<file path="src/rtl/pipe_trap_ctrl_pkg.sv">
// Shared types and constants for the pipeline trap/redirect sequencer.
// Carries the XLEN/PC widths and the FSM state encoding used by RTL and bench.
package pipe_trap_ctrl_pkg;

  localparam int XLEN     = 64;
  localparam int PC_WIDTH = 32;
  localparam int REG_IDX_W = 5;

  // Encoding is fixed so the debug state can be compared numerically.
  typedef enum logic [1:0] {
    CTRL_ST_RUN   = 2'd0,
    CTRL_ST_DRAIN = 2'd1,
    CTRL_ST_REDIR = 2'd2
  } ctrl_state_e;

  typedef struct packed {
    logic stall_if;
    logic stall_id;
    logic flush_id;
    logic flush_ex;
    logic flush_mem;
  } pipe_ctl_t;

  localparam pipe_ctl_t PIPE_CTL_NONE = '{default: 1'b0};

  function automatic logic src_hit(
    input logic                 ren,
    input logic [REG_IDX_W-1:0] src_idx,
    input logic [REG_IDX_W-1:0] rd_idx
  );
    return ren && (src_idx == rd_idx);
  endfunction

endpackage

</file>
<file path="src/rtl/pipe_trap_ctrl_if.sv">
// Signal bundle between the pipeline stages and the trap sequencer.
// redirect_valid_o is a single-cycle strobe with no ready: IF must load redirect_pc_o in that cycle.
interface pipe_trap_ctrl_if;
  import pipe_trap_ctrl_pkg::*;

  logic                 wb_trap_i;
  logic [XLEN-1:0]      wb_trap_handle_pc_i;
  logic                 ex_branch_taken_i;
  logic [PC_WIDTH-1:0]  ex_branch_target_i;
  logic                 ex_load_i;
  logic [REG_IDX_W-1:0] ex_rd_idx_i;
  logic                 id_rs1_ren_i;
  logic [REG_IDX_W-1:0] id_rs1_idx_i;
  logic                 id_rs2_ren_i;
  logic [REG_IDX_W-1:0] id_rs2_idx_i;
  logic                 lsu_busy_i;

  logic                 stall_if_o;
  logic                 stall_id_o;
  logic                 flush_id_o;
  logic                 flush_ex_o;
  logic                 flush_mem_o;
  logic                 redirect_valid_o;
  logic [PC_WIDTH-1:0]  redirect_pc_o;
  logic                 drain_err_o;
  ctrl_state_e          dbg_state;

  // Pipeline side: produces stage status, consumes controls.
  modport master (
    output wb_trap_i, wb_trap_handle_pc_i, ex_branch_taken_i, ex_branch_target_i,
           ex_load_i, ex_rd_idx_i, id_rs1_ren_i, id_rs1_idx_i, id_rs2_ren_i,
           id_rs2_idx_i, lsu_busy_i,
    input  stall_if_o, stall_id_o, flush_id_o, flush_ex_o, flush_mem_o,
           redirect_valid_o, redirect_pc_o, drain_err_o, dbg_state
  );

  // Sequencer side.
  modport slave (
    input  wb_trap_i, wb_trap_handle_pc_i, ex_branch_taken_i, ex_branch_target_i,
           ex_load_i, ex_rd_idx_i, id_rs1_ren_i, id_rs1_idx_i, id_rs2_ren_i,
           id_rs2_idx_i, lsu_busy_i,
    output stall_if_o, stall_id_o, flush_id_o, flush_ex_o, flush_mem_o,
           redirect_valid_o, redirect_pc_o, drain_err_o, dbg_state
  );

endinterface

</file>
<file path="src/rtl/ld_use_hazard.sv">
// Pure load-use comparator: the instruction in ID reads the rd of a load still in EX.
// Kept standalone so decode can reuse it; x0 never creates a hazard.
module ld_use_hazard
  import pipe_trap_ctrl_pkg::*;
(
  input  logic                 ex_load_i,
  input  logic [REG_IDX_W-1:0] ex_rd_idx_i,
  input  logic                 id_rs1_ren_i,
  input  logic [REG_IDX_W-1:0] id_rs1_idx_i,
  input  logic                 id_rs2_ren_i,
  input  logic [REG_IDX_W-1:0] id_rs2_idx_i,
  output logic                 ld_use_o
);

  logic rd_live;
  logic rs1_hit;
  logic rs2_hit;

  assign rd_live  = ex_load_i && (ex_rd_idx_i != '0);
  assign rs1_hit  = src_hit(id_rs1_ren_i, id_rs1_idx_i, ex_rd_idx_i);
  assign rs2_hit  = src_hit(id_rs2_ren_i, id_rs2_idx_i, ex_rd_idx_i);
  assign ld_use_o = rd_live && (rs1_hit || rs2_hit);

endmodule

</file>
<file path="src/rtl/pipe_trap_ctrl.sv">
// Pipeline sequencer: turns WB traps, EX branches and load-use hazards into stall/flush
// controls and a single IF redirect, draining an in-flight LSU access before a trap redirect.
module pipe_trap_ctrl
  import pipe_trap_ctrl_pkg::*;
#(
  parameter int DRAIN_TIMEOUT = 16,
  parameter int CNT_W         = 5
) (
  input  logic             clk_i,
  input  logic             rst_n_i,
  pipe_trap_ctrl_if.slave  bus
);

  ctrl_state_e         state_q, state_d;
  logic [CNT_W-1:0]    cnt_q, cnt_d;
  logic [PC_WIDTH-1:0] trap_pc_q, trap_pc_d;
  logic                err_q, err_d;

  pipe_ctl_t           ctl;
  logic                redir_valid;
  logic [PC_WIDTH-1:0] redir_pc;
  logic                ld_use;
  logic                drain_timeout;
  logic                unused_pc_hi;

  // Only the low PC_WIDTH bits of the handler PC are fetchable.
  assign unused_pc_hi  = ^bus.wb_trap_handle_pc_i[XLEN-1:PC_WIDTH];
  assign drain_timeout = (cnt_q == CNT_W'(DRAIN_TIMEOUT - 1));

  ld_use_hazard u_ld_use_hazard (
    .ex_load_i    (bus.ex_load_i),
    .ex_rd_idx_i  (bus.ex_rd_idx_i),
    .id_rs1_ren_i (bus.id_rs1_ren_i),
    .id_rs1_idx_i (bus.id_rs1_idx_i),
    .id_rs2_ren_i (bus.id_rs2_ren_i),
    .id_rs2_idx_i (bus.id_rs2_idx_i),
    .ld_use_o     (ld_use)
  );

  always_ff @(posedge clk_i or negedge rst_n_i) begin
    if (!rst_n_i) begin
      state_q   <= CTRL_ST_RUN;
      cnt_q     <= '0;
      trap_pc_q <= '0;
      err_q     <= 1'b0;
    end else begin
      state_q   <= state_d;
      cnt_q     <= cnt_d;
      trap_pc_q <= trap_pc_d;
      err_q     <= err_d;
    end
  end

  always_comb begin
    state_d     = state_q;
    cnt_d       = cnt_q;
    trap_pc_d   = trap_pc_q;
    err_d       = err_q;
    ctl         = PIPE_CTL_NONE;
    redir_valid = 1'b0;
    redir_pc    = '0;

    unique case (state_q)
      CTRL_ST_RUN: begin
        if (bus.wb_trap_i) begin
          // Trap wins over branch and hazard: everything younger is discarded anyway.
          trap_pc_d     = bus.wb_trap_handle_pc_i[PC_WIDTH-1:0];
          ctl.stall_if  = 1'b1;
          ctl.flush_id  = 1'b1;
          ctl.flush_ex  = 1'b1;
          ctl.flush_mem = 1'b1;
          if (bus.lsu_busy_i) begin
            state_d = CTRL_ST_DRAIN;
            cnt_d   = '0;
          end else begin
            state_d = CTRL_ST_REDIR;
          end
        end else if (bus.ex_branch_taken_i) begin
          redir_valid  = 1'b1;
          redir_pc     = bus.ex_branch_target_i;
          ctl.flush_id = 1'b1;
          ctl.flush_ex = 1'b1;
        end else if (ld_use) begin
          ctl.stall_if = 1'b1;
          ctl.stall_id = 1'b1;
          ctl.flush_ex = 1'b1;
        end
      end

      CTRL_ST_DRAIN: begin
        // MEM is left alone so the outstanding bus access can retire.
        ctl.stall_if = 1'b1;
        ctl.flush_id = 1'b1;
        ctl.flush_ex = 1'b1;
        cnt_d        = cnt_q + 1'b1;
        if (!bus.lsu_busy_i || drain_timeout) begin
          state_d = CTRL_ST_REDIR;
        end
        if (bus.lsu_busy_i && drain_timeout) begin
          err_d = 1'b1;
        end
      end

      CTRL_ST_REDIR: begin
        redir_valid   = 1'b1;
        redir_pc      = trap_pc_q;
        ctl.flush_id  = 1'b1;
        ctl.flush_ex  = 1'b1;
        ctl.flush_mem = 1'b1;
        state_d       = CTRL_ST_RUN;
      end

      default: begin
        state_d = CTRL_ST_RUN;
      end
    endcase
  end

  assign bus.stall_if_o       = ctl.stall_if;
  assign bus.stall_id_o       = ctl.stall_id;
  assign bus.flush_id_o       = ctl.flush_id;
  assign bus.flush_ex_o       = ctl.flush_ex;
  assign bus.flush_mem_o      = ctl.flush_mem;
  assign bus.redirect_valid_o = redir_valid;
  assign bus.redirect_pc_o    = redir_pc;
  assign bus.drain_err_o      = err_q;
  assign bus.dbg_state        = state_q;

endmodule

</file>
<file path="src/flat_wrapper.sv">
// flat-port wrapper written by rule: the top's interface ports become plain ports
module pipe_trap_ctrl_flat import pipe_trap_ctrl_pkg::*;
#(
  parameter int DRAIN_TIMEOUT = 16,
  parameter int CNT_W         = 5
)
  (clk_i, rst_n_i, bus_wb_trap_i, bus_wb_trap_handle_pc_i, bus_ex_branch_taken_i, bus_ex_branch_target_i, bus_ex_load_i, bus_ex_rd_idx_i, bus_id_rs1_ren_i, bus_id_rs1_idx_i, bus_id_rs2_ren_i, bus_id_rs2_idx_i, bus_lsu_busy_i, bus_stall_if_o, bus_stall_id_o, bus_flush_id_o, bus_flush_ex_o, bus_flush_mem_o, bus_redirect_valid_o, bus_redirect_pc_o, bus_drain_err_o, bus_dbg_state);
  pipe_trap_ctrl_if bus_i ();
  input  logic clk_i;
  input  logic rst_n_i;
  input wire logic [$bits(bus_i.wb_trap_i)-1:0] bus_wb_trap_i;
  input wire logic [$bits(bus_i.wb_trap_handle_pc_i)-1:0] bus_wb_trap_handle_pc_i;
  input wire logic [$bits(bus_i.ex_branch_taken_i)-1:0] bus_ex_branch_taken_i;
  input wire logic [$bits(bus_i.ex_branch_target_i)-1:0] bus_ex_branch_target_i;
  input wire logic [$bits(bus_i.ex_load_i)-1:0] bus_ex_load_i;
  input wire logic [$bits(bus_i.ex_rd_idx_i)-1:0] bus_ex_rd_idx_i;
  input wire logic [$bits(bus_i.id_rs1_ren_i)-1:0] bus_id_rs1_ren_i;
  input wire logic [$bits(bus_i.id_rs1_idx_i)-1:0] bus_id_rs1_idx_i;
  input wire logic [$bits(bus_i.id_rs2_ren_i)-1:0] bus_id_rs2_ren_i;
  input wire logic [$bits(bus_i.id_rs2_idx_i)-1:0] bus_id_rs2_idx_i;
  input wire logic [$bits(bus_i.lsu_busy_i)-1:0] bus_lsu_busy_i;
  output wire logic [$bits(bus_i.stall_if_o)-1:0] bus_stall_if_o;
  output wire logic [$bits(bus_i.stall_id_o)-1:0] bus_stall_id_o;
  output wire logic [$bits(bus_i.flush_id_o)-1:0] bus_flush_id_o;
  output wire logic [$bits(bus_i.flush_ex_o)-1:0] bus_flush_ex_o;
  output wire logic [$bits(bus_i.flush_mem_o)-1:0] bus_flush_mem_o;
  output wire logic [$bits(bus_i.redirect_valid_o)-1:0] bus_redirect_valid_o;
  output wire logic [$bits(bus_i.redirect_pc_o)-1:0] bus_redirect_pc_o;
  output wire logic [$bits(bus_i.drain_err_o)-1:0] bus_drain_err_o;
  output wire logic [$bits(bus_i.dbg_state)-1:0] bus_dbg_state;
  assign bus_i.wb_trap_i = bus_wb_trap_i;
  assign bus_i.wb_trap_handle_pc_i = bus_wb_trap_handle_pc_i;
  assign bus_i.ex_branch_taken_i = bus_ex_branch_taken_i;
  assign bus_i.ex_branch_target_i = bus_ex_branch_target_i;
  assign bus_i.ex_load_i = bus_ex_load_i;
  assign bus_i.ex_rd_idx_i = bus_ex_rd_idx_i;
  assign bus_i.id_rs1_ren_i = bus_id_rs1_ren_i;
  assign bus_i.id_rs1_idx_i = bus_id_rs1_idx_i;
  assign bus_i.id_rs2_ren_i = bus_id_rs2_ren_i;
  assign bus_i.id_rs2_idx_i = bus_id_rs2_idx_i;
  assign bus_i.lsu_busy_i = bus_lsu_busy_i;
  assign bus_stall_if_o = bus_i.stall_if_o;
  assign bus_stall_id_o = bus_i.stall_id_o;
  assign bus_flush_id_o = bus_i.flush_id_o;
  assign bus_flush_ex_o = bus_i.flush_ex_o;
  assign bus_flush_mem_o = bus_i.flush_mem_o;
  assign bus_redirect_valid_o = bus_i.redirect_valid_o;
  assign bus_redirect_pc_o = bus_i.redirect_pc_o;
  assign bus_drain_err_o = bus_i.drain_err_o;
  assign bus_dbg_state = bus_i.dbg_state;
  pipe_trap_ctrl #(.DRAIN_TIMEOUT(DRAIN_TIMEOUT), .CNT_W(CNT_W)) u_core (.clk_i(clk_i), .rst_n_i(rst_n_i), .bus(bus_i));
endmodule
</file>
<file path="config.mk">
export PLATFORM = sky130hd
export DESIGN_NAME = pipe_trap_ctrl_flat
export DESIGN_NICKNAME = d
export VERILOG_FILES = /design/src/rtl/pipe_trap_ctrl_pkg.sv /design/src/rtl/pipe_trap_ctrl_if.sv /design/src/rtl/ld_use_hazard.sv /design/src/rtl/pipe_trap_ctrl.sv /design/src/flat_wrapper.sv
export SDC_FILE = /design/constraint.sdc
export NUM_CORES = 1
export LEC_CHECK = 0
export ABC_AREA = 1
export CAP_MARGIN = 40
export CORE_ASPECT_RATIO = 1.1
export CORE_MARGIN = 2
export CORE_UTILIZATION = 30
export CTS_CLUSTER_DIAMETER = 150
export DETAILED_ROUTE_END_ITERATION = 7
export GPL_ROUTABILITY_DRIVEN = 0
export PLACE_DENSITY_LB_ADDON = 0.25
export SLEW_MARGIN = 10
export SYNTH_ARGS = -nofsm -noshare
export SYNTH_HDL_FRONTEND = slang
export SYNTH_SLANG_ARGS = --single-unit
</file>
<file path="constraint.sdc">
create_clock -name clk_i -period 1.6 [get_ports clk_i]
set_input_delay 0.32 -clock clk_i [delete_from_list [all_inputs] [get_ports clk_i]]
set_output_delay 0.32 -clock clk_i [all_outputs]
set_load 0.05 [all_outputs]
</file>
==> qor.csv <==
metric;value;unit
drtIter0Drc;79;
crit_top_cell;inv_2;
place_ws;-526;ps
grt.total_usage;18.1;%
comb_power_share;72.8;%
grt_use_met1;22.9;%
p_sw;4.01;mW
dr.pass1.iters;4;
synth-adder-area-share;3.20;%
netlist_top_cells_area;dfrtp_1, nand2_1, a32o_1, inv_1, ha_1;
use_met2;29.4;%
total_power;8.80;mW
hold_violations;0;
hpwlAfterDp;5.60;mm
finalSetupViolCount;42;
synth_cells;303;
fin_crit_sh;126;%
path_max_fanout;3;
fmax;494;MHz
synth_seq_area_share;42.7;%
synthMuxAreaShare;0.427;%
rsz0062_at_grt;yes;
maxCapViolations;0;
top_usage_layer;met2;
ys_warn_count;0;
criticalPathCategory;flip-flop to output pin;
clock_path_buffers;2;
synth_largest_area_cell;dfrtp_1;
cp_slowest_cell;dfrtp_2;
antenna_left;0;
clock-skew-final;2.80;ps
portBuffers;127;
root_buffer;clkbuf_8;
numCtsBuffers;5;
leakagePower;2.29;nW
drt_wl_total;7.86;mm
grt_pass1_wl;12.4;mm
antenna_found_initial;0;
p_int;4.79;mW
ir_drop;1040;uV
grtUsageMet3;6.48;%
clk_latency;280;ps
drive_gt1_share;34.4;%
outcome;finished, violations left;
place_area;0.00431;mm2
synth-simple-area-share;28.3;%
insertedDiodeCount;0;
dieArea;0.00854;mm2
rows;33;
worstHoldPathType;primary input to async pin;
period_needed;2020;ps
synth_top_family_by_area;simple AND/OR/NAND/NOR gates;
viasPerCell;4.63;
arrival;1700;ps
layout_setup_ws;-424;ps
overflow;0;
ys_seq_elements;40;
nets;569;
synth-compound-area-share;16.5;%
synthesis.nets;428;
synthXorXnorAreaFrac;0;%
path_clk_slew;80;ps
cts_tree;built;
max_stage_delay;410;ps
ioPinCount;160;
worstSetupStartpointType;flip-flop;
reg2regPathDepth;11;
grt_max_degree;34;
synth_area_per_cell;7.74;um2
num-fill-cells;651;
area_delta_synth_final;94.6;%
synth_cell_types;22;
end_kind;output pin;
core;0.00751;mm2
drt-wirelength-per-cell;14.3;um
h-tree-depth;2;
die_y;96.7;um
cellPowerDensity;1930;mW/mm2
path_cells;inv_2, ha_4, inv_2, or2_4, buf_6, o21ai_4, buf_12;
p_sw_share;45.5;%
vias;2548;
drc;0;
grt_pass1_vias;2619;
worst_pin_slew;260;ps
critPathRequiredTime;1280;ps
synth_flop_cell;dfrtp_1;
report.final.slew_viol_count;0;
synth_top_cells_by_count;nand2_1, dfrtp_1, a32o_1;
synthArstFlopShare;100;%
slew_headroom;82.7;%
p_seq_share;19.4;%
die_x;88.3;um
setup_tns;-15050;ps
initial_core_util;31.2;%
pwr-share-clk;7.8;%
finalInstanceArea;0.00457;mm2
yosysMostFrequentCell;nand2_1;
synth_area;0.00235;mm2
cts.sinks;40;
netlist.area_leader.share;42.7;%
synth_edf_count;0;
violations;negative setup slack;
==> power groups by stage <==
stage	sequential (mW)	clock, mW	combinational [mW]
final	1.71	0.688	6.40
after global routing	1.76	0.745	6.76
after CTS	1.70	0.703	6.27
after detailed placement	1.70	0	6.08
after global placement	1.71	0	6.02
after floorplan	1.71	0	3.25
==> path summary, 6_finish.rpt <==
| path | startpoint | end | slack [ps] |
|---|---|---|---|
| setup / recovery | u_core.bus.dbg_state[1] | bus_redirect_valid_o | -420 |
| hold / removal | rst_n_i | u_core.trap_pc_q[24] | 430 |
| setup reg to reg | u_core.bus.dbg_state[1] | u_core.cnt_q[2] | -90 |
| hold reg to reg | u_core.trap_pc_q[0] | u_core.trap_pc_q[0] | 480 |
| max in group asynchronous | rst_n_i | u_core.trap_pc_q[29] | 650 |
| min in group clk_i | u_core.trap_pc_q[0] | u_core.trap_pc_q[0] | 480 |
==> sequential cells by signal, indices dropped and copies added (netlist names) <==
signal and count:
u_core.trap_pc_q 32, u_core.bus.drain_err_o 1, u_core.bus.dbg_state 2, u_core.cnt_q 5
==> through the flow <==
step	std cells	utilization, %	hold WS, ps
final	550	60.8	429
after global routing	550	60.8	446
after CTS	547	59.4	430
after detailed placement	537	57.4	209
after global placement	537	57.4	206
after floorplan	303	-	24.4
==> cells by family (layout without fill, tap and decap cells) <==
group,Yosys count,count (layout)
simple gates,165,165
buf+inv,47,189
compound gates,44,44
flops,40,40
fa+ha+maj,6,6
mux,1,1
==> placed cells by master, fill, tap and decap left out, types with 3 or more instances in the layout <==
master | synthesis | final
nand2_1 | 135 | 129
clkdlybuf4s50_1 | 0 | 68
buf_12 | 0 | 42
dfrtp_1 | 40 | 38
a32o_2 | 0 | 32
inv_1 | 25 | 17
buf_4 | 0 | 17
inv_2 | 3 | 10
nor2_1 | 17 | 8
clkbuf_2 | 0 | 7
clkdlybuf4s15_1 | 0 | 7
nor2_2 | 0 | 6
clkbuf_8 | 0 | 6
nand3_1 | 6 | 4
buf_6 | 3 | 4
nand2_2 | 0 | 3
nor2_4 | 0 | 3
o21ai_1 | 0 | 3
nand2_4 | 0 | 3
ha_4 | 0 | 3
ha_1 | 6 | 3
dlygate4sd2_1 | 0 | 3
==> per-layer routing <==
layer / wire, um / vias up
li1: - / 1283
met1: 3290 / 1164
met2: 3790 / 95
met3: 721 / 6
met4: 59 / 0
met5: 0 / -
==> final cells by class <==
cell class,instances,area (um2),share of cell area [%]
Timing Repair Buffer,151,1870,40.9
Multi-Input combinational cell,216,1330,29.2
Sequential cell,40,1000,22.0
Clock buffer,8,90.1,1.97
Tap cell,105,131,2.88
Timing Repair inverter,1,16.3,0.356
Inverter,29,124,2.71
==> repair_timing <==
item | in CTS | in global routing
pin swaps | 7 | 24
hold endpoints to repair | 9 | 0
endpoints found under the setup margin | 38 | 69
cloned | 1 | 1
resized for setup | 29 | 51
hold buffers | 1 | 0
buffers inserted | 0 | 2
==> worst max-delay path, delay by kind of cell, from the launching register on <==
family | cells | cell delay (ps)
buf+inv | 4 | 420
flops | 1 | 410
simple gates | 1 | 290
compound gates | 1 | 160
fa+ha+maj | 1 | 130
Power figures use the tool's default switching activity.
